### config.mk
export PLATFORM = sky130hd
export DESIGN_NAME = bram_wrapper_arbiter_flat
export DESIGN_NICKNAME = d
export VERILOG_FILES = /design/src/rtl/bram_wrapper_arbiter_pkg.sv /design/src/rtl/bram_wrapper_arbiter_if.sv /design/src/rtl/bram_wrapper_arbiter_rr_priority_picker.sv /design/src/rtl/bram_wrapper_arbiter.sv /design/src/flat_wrapper.sv
export SDC_FILE = /design/constraint.sdc
export NUM_CORES = 1
export LEC_CHECK = 0
export ABC_AREA = 1
export CORE_AREA = 2 2 517 519
export CTS_CLUSTER_SIZE = 25
export DETAILED_ROUTE_END_ITERATION = 10
export DIE_AREA = 0 0 519 521
export SLEW_MARGIN = 40
export SYNTH_ARGS = -nofsm -noshare
export SYNTH_HDL_FRONTEND = slang
export SYNTH_SLANG_ARGS = --single-unit
### constraint.sdc
create_clock -name clk_in -period 1.3 [get_ports clk_in]
set_input_delay 0.39 -clock clk_in [delete_from_list [all_inputs] [get_ports clk_in]]
set_output_delay 0.39 -clock clk_in [all_outputs]
set_load 0.01 [all_outputs]
### src/rtl/bram_wrapper_arbiter_pkg.sv
// Shared types and helpers for the bram_wrapper arbiter.
//   state_t   : arbiter FSM state, also exported on the top-level debug port
//   idx_width : index width for a count of items, never less than one bit
package bram_wrapper_arbiter_pkg;

  typedef enum logic [1:0] {
    S_IDLE  = 2'd0,
    S_ISSUE = 2'd1,
    S_WAIT  = 2'd2,
    S_ERR   = 2'd3
  } state_t;

  function automatic int idx_width(input int n);
    return (n <= 2) ? 1 : $clog2(n);
  endfunction

endpackage

### src/rtl/bram_wrapper_arbiter_if.sv
// Requester and bram_wrapper bus of the arbiter.
//   req_*  : per-requester request vectors (packed, requester 0 in the LSBs)
//   resp_* : shared completion bus, resp_valid_out is one-hot by requester
//   wr_*   : connection to bram_wrapper addr_in/data_in/read_enable/
//            write_enable/data_out/finished_out
// Handshake: a requester raises req_valid_in[r] with we/addr/data and holds
// all of them stable until it sees req_ready_out[r] high for one cycle; that
// pulse is the accept, after which valid may drop or present a new request.
// Exactly one resp_valid_out pulse follows every accept unless reset
// intervenes; resp_error_out is only meaningful during that pulse.
// Modports: slave = arbiter, master = requesters plus wrapper environment.
interface bram_wrapper_arbiter_if #(
  parameter int ADDR_SIZE = 5,
  parameter int WIDTH     = 256,
  parameter int NUM_REQ   = 2
);
  logic [NUM_REQ-1:0]           req_valid_in;
  logic [NUM_REQ-1:0]           req_we_in;
  logic [NUM_REQ*ADDR_SIZE-1:0] req_addr_in;
  logic [NUM_REQ*WIDTH-1:0]     req_data_in;
  logic [NUM_REQ-1:0]           req_ready_out;
  logic [NUM_REQ-1:0]           resp_valid_out;
  logic [WIDTH-1:0]             resp_data_out;
  logic                         resp_error_out;
  logic [ADDR_SIZE-1:0]         wr_addr_out;
  logic [WIDTH-1:0]             wr_data_out;
  logic                         wr_read_en_out;
  logic                         wr_write_en_out;
  logic [WIDTH-1:0]             wr_data_in;
  logic                         wr_finished_in;

  modport slave (
    input  req_valid_in, req_we_in, req_addr_in, req_data_in,
    input  wr_data_in, wr_finished_in,
    output req_ready_out, resp_valid_out, resp_data_out, resp_error_out,
    output wr_addr_out, wr_data_out, wr_read_en_out, wr_write_en_out
  );

  modport master (
    output req_valid_in, req_we_in, req_addr_in, req_data_in,
    output wr_data_in, wr_finished_in,
    input  req_ready_out, resp_valid_out, resp_data_out, resp_error_out,
    input  wr_addr_out, wr_data_out, wr_read_en_out, wr_write_en_out
  );
endinterface

### src/rtl/bram_wrapper_arbiter_rr_priority_picker.sv
// Combinational round-robin picker.
//   valid : request vector, one bit per requester
//   last  : index of the most recently served requester
//   any   : at least one request is pending
//   grant : first pending index strictly after last, wrapping modulo NUM_REQ
module rr_priority_picker #(
  parameter int NUM_REQ = 2,
  parameter int GW      = 1
) (
  input  logic [NUM_REQ-1:0] valid,
  input  logic [GW-1:0]      last,
  output logic               any,
  output logic [GW-1:0]      grant
);

  function automatic int wrap_idx(input int v);
    return (v >= NUM_REQ) ? v - NUM_REQ : v;
  endfunction

  // Walk from the farthest candidate back to the nearest so the nearest
  // pending requester after last is the final (winning) assignment.
  always_comb begin
    any   = 1'b0;
    grant = '0;
    for (int i = NUM_REQ; i >= 1; i--) begin
      if (valid[GW'(wrap_idx(int'(last) + i))]) begin
        any   = 1'b1;
        grant = GW'(wrap_idx(int'(last) + i));
      end
    end
  end

endmodule

### src/rtl/bram_wrapper_arbiter.sv
// Shares one bram_wrapper between NUM_REQ requesters.
// One transaction in flight: accept (round-robin), pulse read/write enable
// for one cycle, wait for finished (bounded by a watchdog), then return the
// read data or a write ack to the requester that was granted.
// Ports:
//   clk_in, rst_n_in : clock, asynchronous active-low reset
//   bus              : requester + wrapper bus (slave side)
//   timeout_out      : sticky, set when the watchdog aborted a transaction
//   dbg_state        : current FSM state
// Parameters: ADDRS words, WIDTH bits per word, NUM_REQ requesters,
// TIMEOUT maximum WAIT cycles.
module bram_wrapper_arbiter
  import bram_wrapper_arbiter_pkg::*;
#(
  parameter int ADDRS   = 24,
  parameter int WIDTH   = 256,
  parameter int NUM_REQ = 2,
  parameter int TIMEOUT = 64
) (
  input  logic                    clk_in,
  input  logic                    rst_n_in,
  bram_wrapper_arbiter_if.slave   bus,
  output logic                    timeout_out,
  output state_t                  dbg_state
);

  localparam int ADDR_SIZE = idx_width(ADDRS);
  localparam int GW        = idx_width(NUM_REQ);
  localparam int WD_W      = idx_width(TIMEOUT);

  // One extra bit so an ADDRS that is a power of two still fits.
  localparam logic [ADDR_SIZE:0] ADDRS_LIM = (ADDR_SIZE + 1)'(ADDRS);
  localparam logic [WD_W-1:0]    WD_LAST   = WD_W'(TIMEOUT - 1);
  localparam logic [GW-1:0]      GRANT_RST = GW'(NUM_REQ - 1);

  typedef struct packed {
    logic                 we;
    logic [ADDR_SIZE-1:0] addr;
    logic [WIDTH-1:0]     data;
    logic [GW-1:0]        grant;
  } op_t;

  state_t               state;
  op_t                  op;
  logic [WD_W-1:0]      wdog;
  logic [GW-1:0]        last_grant;
  logic [NUM_REQ-1:0]   req_ready;
  logic [NUM_REQ-1:0]   resp_valid;
  logic [WIDTH-1:0]     resp_data;
  logic                 resp_error;
  logic                 timeout_flag;
  logic                 rd_en;
  logic                 wr_en;

  logic                 pick_any;
  logic [GW-1:0]        pick_grant;
  logic [ADDR_SIZE-1:0] pick_addr;
  logic [WIDTH-1:0]     pick_data;
  logic                 pick_addr_ok;

  rr_priority_picker #(
    .NUM_REQ (NUM_REQ),
    .GW      (GW)
  ) u_picker (
    .valid (bus.req_valid_in),
    .last  (last_grant),
    .any   (pick_any),
    .grant (pick_grant)
  );

  assign pick_addr    = bus.req_addr_in[int'(pick_grant)*ADDR_SIZE +: ADDR_SIZE];
  assign pick_data    = bus.req_data_in[int'(pick_grant)*WIDTH +: WIDTH];
  assign pick_addr_ok = ({1'b0, pick_addr} < ADDRS_LIM);

  always_ff @(posedge clk_in or negedge rst_n_in) begin
    if (!rst_n_in) begin
      state        <= S_IDLE;
      op           <= '0;
      wdog         <= '0;
      last_grant   <= GRANT_RST;
      req_ready    <= '0;
      resp_valid   <= '0;
      resp_data    <= '0;
      resp_error   <= 1'b0;
      timeout_flag <= 1'b0;
      rd_en        <= 1'b0;
      wr_en        <= 1'b0;
    end else begin
      // Pulse outputs default low every cycle; states raise them for one.
      req_ready  <= '0;
      resp_valid <= '0;
      resp_error <= 1'b0;
      rd_en      <= 1'b0;
      wr_en      <= 1'b0;

      case (state)
        S_IDLE: begin
          if (pick_any) begin
            req_ready[pick_grant] <= 1'b1;
            op.we                 <= bus.req_we_in[pick_grant];
            op.addr               <= pick_addr;
            op.data               <= pick_data;
            op.grant              <= pick_grant;
            state                 <= pick_addr_ok ? S_ISSUE : S_ERR;
          end
        end

        S_ISSUE: begin
          rd_en <= ~op.we;
          wr_en <= op.we;
          wdog  <= '0;
          state <= S_WAIT;
        end

        S_WAIT: begin
          // finished is tested first so it wins over a same-cycle timeout.
          if (bus.wr_finished_in) begin
            resp_valid[op.grant] <= 1'b1;
            if (!op.we) begin
              resp_data <= bus.wr_data_in;
            end
            last_grant <= op.grant;
            state      <= S_IDLE;
          end else if (wdog == WD_LAST) begin
            resp_valid[op.grant] <= 1'b1;
            resp_error           <= 1'b1;
            timeout_flag         <= 1'b1;
            last_grant           <= op.grant;
            state                <= S_IDLE;
          end else begin
            wdog <= wdog + WD_W'(1);
          end
        end

        S_ERR: begin
          resp_valid[op.grant] <= 1'b1;
          resp_error           <= 1'b1;
          last_grant           <= op.grant;
          state                <= S_IDLE;
        end

        default: state <= S_IDLE;
      endcase
    end
  end

  // Wrapper address/data come straight from the op register, so they stay
  // stable for the whole WAIT and never follow the req_* inputs directly.
  assign bus.req_ready_out   = req_ready;
  assign bus.resp_valid_out  = resp_valid;
  assign bus.resp_data_out   = resp_data;
  assign bus.resp_error_out  = resp_error;
  assign bus.wr_addr_out     = op.addr;
  assign bus.wr_data_out     = op.data;
  assign bus.wr_read_en_out  = rd_en;
  assign bus.wr_write_en_out = wr_en;
  assign timeout_out         = timeout_flag;
  assign dbg_state           = state;

endmodule

### src/flat_wrapper.sv
// flat-port wrapper written by rule: the top's interface ports become plain ports
module bram_wrapper_arbiter_flat import bram_wrapper_arbiter_pkg::*;
#(
  parameter int ADDRS   = 24,
  parameter int WIDTH   = 256,
  parameter int NUM_REQ = 2,
  parameter int TIMEOUT = 64
)
  (clk_in, rst_n_in, timeout_out, dbg_state, bus_req_valid_in, bus_req_we_in, bus_req_addr_in, bus_req_data_in, bus_wr_data_in, bus_wr_finished_in, bus_req_ready_out, bus_resp_valid_out, bus_resp_data_out, bus_resp_error_out, bus_wr_addr_out, bus_wr_data_out, bus_wr_read_en_out, bus_wr_write_en_out);
  bram_wrapper_arbiter_if #(.ADDR_SIZE((5)), .WIDTH(WIDTH), .NUM_REQ(NUM_REQ)) bus_i ();
  input  logic clk_in;
  input  logic rst_n_in;
  output logic timeout_out;
  output state_t dbg_state;
  input wire logic [$bits(bus_i.req_valid_in)-1:0] bus_req_valid_in;
  input wire logic [$bits(bus_i.req_we_in)-1:0] bus_req_we_in;
  input wire logic [$bits(bus_i.req_addr_in)-1:0] bus_req_addr_in;
  input wire logic [$bits(bus_i.req_data_in)-1:0] bus_req_data_in;
  input wire logic [$bits(bus_i.wr_data_in)-1:0] bus_wr_data_in;
  input wire logic [$bits(bus_i.wr_finished_in)-1:0] bus_wr_finished_in;
  output wire logic [$bits(bus_i.req_ready_out)-1:0] bus_req_ready_out;
  output wire logic [$bits(bus_i.resp_valid_out)-1:0] bus_resp_valid_out;
  output wire logic [$bits(bus_i.resp_data_out)-1:0] bus_resp_data_out;
  output wire logic [$bits(bus_i.resp_error_out)-1:0] bus_resp_error_out;
  output wire logic [$bits(bus_i.wr_addr_out)-1:0] bus_wr_addr_out;
  output wire logic [$bits(bus_i.wr_data_out)-1:0] bus_wr_data_out;
  output wire logic [$bits(bus_i.wr_read_en_out)-1:0] bus_wr_read_en_out;
  output wire logic [$bits(bus_i.wr_write_en_out)-1:0] bus_wr_write_en_out;
  assign bus_i.req_valid_in = bus_req_valid_in;
  assign bus_i.req_we_in = bus_req_we_in;
  assign bus_i.req_addr_in = bus_req_addr_in;
  assign bus_i.req_data_in = bus_req_data_in;
  assign bus_i.wr_data_in = bus_wr_data_in;
  assign bus_i.wr_finished_in = bus_wr_finished_in;
  assign bus_req_ready_out = bus_i.req_ready_out;
  assign bus_resp_valid_out = bus_i.resp_valid_out;
  assign bus_resp_data_out = bus_i.resp_data_out;
  assign bus_resp_error_out = bus_i.resp_error_out;
  assign bus_wr_addr_out = bus_i.wr_addr_out;
  assign bus_wr_data_out = bus_i.wr_data_out;
  assign bus_wr_read_en_out = bus_i.wr_read_en_out;
  assign bus_wr_write_en_out = bus_i.wr_write_en_out;
  bram_wrapper_arbiter #(.ADDRS(ADDRS), .WIDTH(WIDTH), .NUM_REQ(NUM_REQ), .TIMEOUT(TIMEOUT)) u_core (.clk_in(clk_in), .rst_n_in(rst_n_in), .bus(bus_i), .timeout_out(timeout_out), .dbg_state(dbg_state));
endmodule
==> results.cfg <==
[power_and_ir_drop]
combinationalPowerShare_pct = 52.7
p_total_mw = 118
switching_share_pct = 42.0
pwr-share-clk_pct = 19.7
peakVddDrop_v = 0.00118
p_per_area_nw_per_um2 = 2410
p_leak_nw = 21.2
p_int_mw = 68.6
power_frac_seq_pct = 27.6
switchingPower_mw = 49.7

[synth]
synth_top_family_by_area = compound AO/OA/AOI/OAI gates
mappedNetlistArea_um2 = 24300
synth-compound-area-share_pct = 16.1
yosys.area_share.xor_xnor_pct = 0.0360
syn_nets = 3645
ys_types = 23
ys_warn_count = 0
synth_fa_ha_area_share_pct = 0.0514
ys_ff_latch = 536
yosysSeqAreaShare_pct = 55.1
synth_simple_gate_area_share_pct = 13.0
synthMuxAreaShare_pct = 0
synth_cells = 2859
synthesis.area_per_instance_um2 = 8.51

[layout]
synthToLayoutAreaGrowth_pct = 101
final_cell_mix = clkdlybuf4s50_1 (782), dfrtp_1 (510), nand2_1 (457)
finalCoreUtilization_pct = 18.5
fin_area_um2 = 49000
fin_nets = 4928
drive_above_1_share_pct = 28.6
finalNonFillerCells = 7802
final_common_cell = clkdlybuf4s50_1

[clock_tree]
numClockSinks = 536
clock_latency_ps = 740
cts_tree = yes
htree_levels = 3
clk_path_buf_depth = 3
cts-root-buf = clkbuf_16
cts-buffers-inserted = 77
clkTransAtPathRegs_ps = 60

[sta]
period_share_pct = 151
timing.max_slew.rel_slack_pct = 50.3
setup_viol = 1063
slew_violations = 0
worst_slack_ps = -659
max_freq_ghz = 0.510
hold_viol_final = 0
fin_skew_ps = 38.5
whs_ps = 93.8
worst_slew_pin_slew_ps = 746
fin_tns_setup_ps = -436280
period_minus_slack_ps = 1960
rsz0062_at_grt = yes

[detailed_routing]
avgViaCountPerCell = 3.43
antenna_left = 0
first_iter_violations = 1593
drc = 0
drt_pre_antenna_iters = 5
routed_wl_um = 250000
wl_per_cell_um = 32.1
vias = 26729

[critical_path]
critPathLaunchType = flip-flop
timing.setup.critical_path_class = reg -> reg
reg2reg_slack_ps = -660
path_max_fanout = 8
cp-end-kind = flip-flop
cp.required_ps = 1880
critPathArrivalTime_ps = 2540

[place]
detailed_place.area_um2 = 42900
dp_hpwl_um = 209000
place_congestion = 0.941
dp_slack_ps = -1020
numPortBuffers = 1310
dp_cells = 7438

[status]
status = complete, but fails checks
violations = negative setup slack

[floorplanning]
start_util_pct = 9.20
ios = 1312
dieArea_um2 = 270000
die_h_um = 521
die_x_um = 519
rows = 189
coreArea_um2 = 264000

[hold_path]
hold_class = in -> async

[global_routing]
track_usage_pct = 17.3
grt_pass1_wl_um = 301000
grt_max_degree = 89
antenna_found_initial = 229
grt_overflow_total = 0
grt_pass1_vias = 26638

[run]
max_cap_viol_count = 0
## metal layers
| metal | GRT usage, % | share of wire, % | vias up |
|---|---|---|---|
| met5 | 0 | 0.22 | - |
| li1 | - | - | 11506 |
| met1 | 19.2 | 38 | 13062 |
| met3 | 10.9 | 14 | 465 |
| met2 | 27.3 | 44 | 1612 |
| met4 | 5.24 | 3.7 | 84 |
## cell usage after synthesis, drive strengths merged
cell | n | area share (%)
inv | 271 | 4.2
nand3 | 7 | 0.20
ha | 1 | 0.051
buf | 385 | 11
o21ai | 261 | 5.4
a21oi | 520 | 11
nor3 | 1 | 0.021
dfrtp | 535 | 55
nor2 | 275 | 4.2
nand4 | 2 | 0.051
xor2 | 1 | 0.036
clkbuf | 47 | 0.73
o22ai | 1 | 0.026
nand2 | 550 | 8.5
dfstp | 1 | 0.11
a31oi | 1 | 0.026
## path summary, 6_finish.rpt
check	start	endpoint	cells past startpoint
worst max-delay path	u_core.last_grant	u_core.bus.wr_data_out[54]	9
worst min-delay path	rst_n_in	u_core.wdog[0]	2
worst max register to register	u_core.last_grant	u_core.bus.wr_data_out[54]	9
worst min register to register	u_core.op[0]	u_core.bus.resp_valid_out[0]	1
max in group asynchronous	rst_n_in	u_core.bus.resp_data_out[133]	4
min in group clk_in	bus_wr_data_in[195]	u_core.bus.resp_data_out[195]	3
## critical path, stage by stage, from the launching register on
cell and delay [ps]:
dfstp_2 560, clkinvlp_4 250, nand2_8 210, buf_12 140, inv_16 70, buf_12 150
buf_16 150, buf_4 130, nand2_1 60, a21oi_1 70
## final cells by class
class | instances | area, um2
repair inverters | 1 | 20.0
repair buffers | 1635 | 19200
diodes | 63 | 158
well taps | 3533 | 4420
flip-flops and latches | 536 | 13400
fillers | 29334 | 215000
clock inverters | 39 | 604
inverters | 271 | 1050
multi-input cells | 1620 | 7900
clock buffers | 104 | 2170
## power groups by stage
stage,Combinational [mW],Clock (mW),Sequential (mW)
finish,62.3,23.3,32.7
global route,66.7,24.6,33.5
CTS,59.8,24.1,32.6
detailed placement,57.3,0,32.3
global placement,57.2,0,32.2
floorplan,19.5,0,29.9
## cells by family after synthesis
logic type | count (synthesis)
flops | 536
fa+ha+maj | 1
simple gates | 835
buf+inv | 703
compound gates | 783
xor+xnor | 1
## registers in the layout, summed over array words and instances, names as in the netlist
register                    cells
u_core.bus.resp_valid_out       2
u_core.dbg_state                2
u_core.bus.wr_write_en_out      1
u_core.op                       2
u_core.bus.resp_error_out       1
u_core.bus.req_ready_out        2
u_core.bus.wr_data_out        256
u_core.bus.wr_read_en_out       1
u_core.bus.resp_data_out      256
u_core.last_grant               1
u_core.timeout_out              1
u_core.bus.wr_addr_out          5
u_core.wdog                     6
## timing repair
item | in CTS | in global routing
pin swaps | 18 | 74
buffers inserted | 60 | 33
setup endpoints to repair | 1063 | 1063
hold buffers | 1 | 0
resized for setup | 1384 | 319
gates cloned | 17 | 52
hold endpoints to repair | 399 | 0
Power figures use the tool's default switching activity.
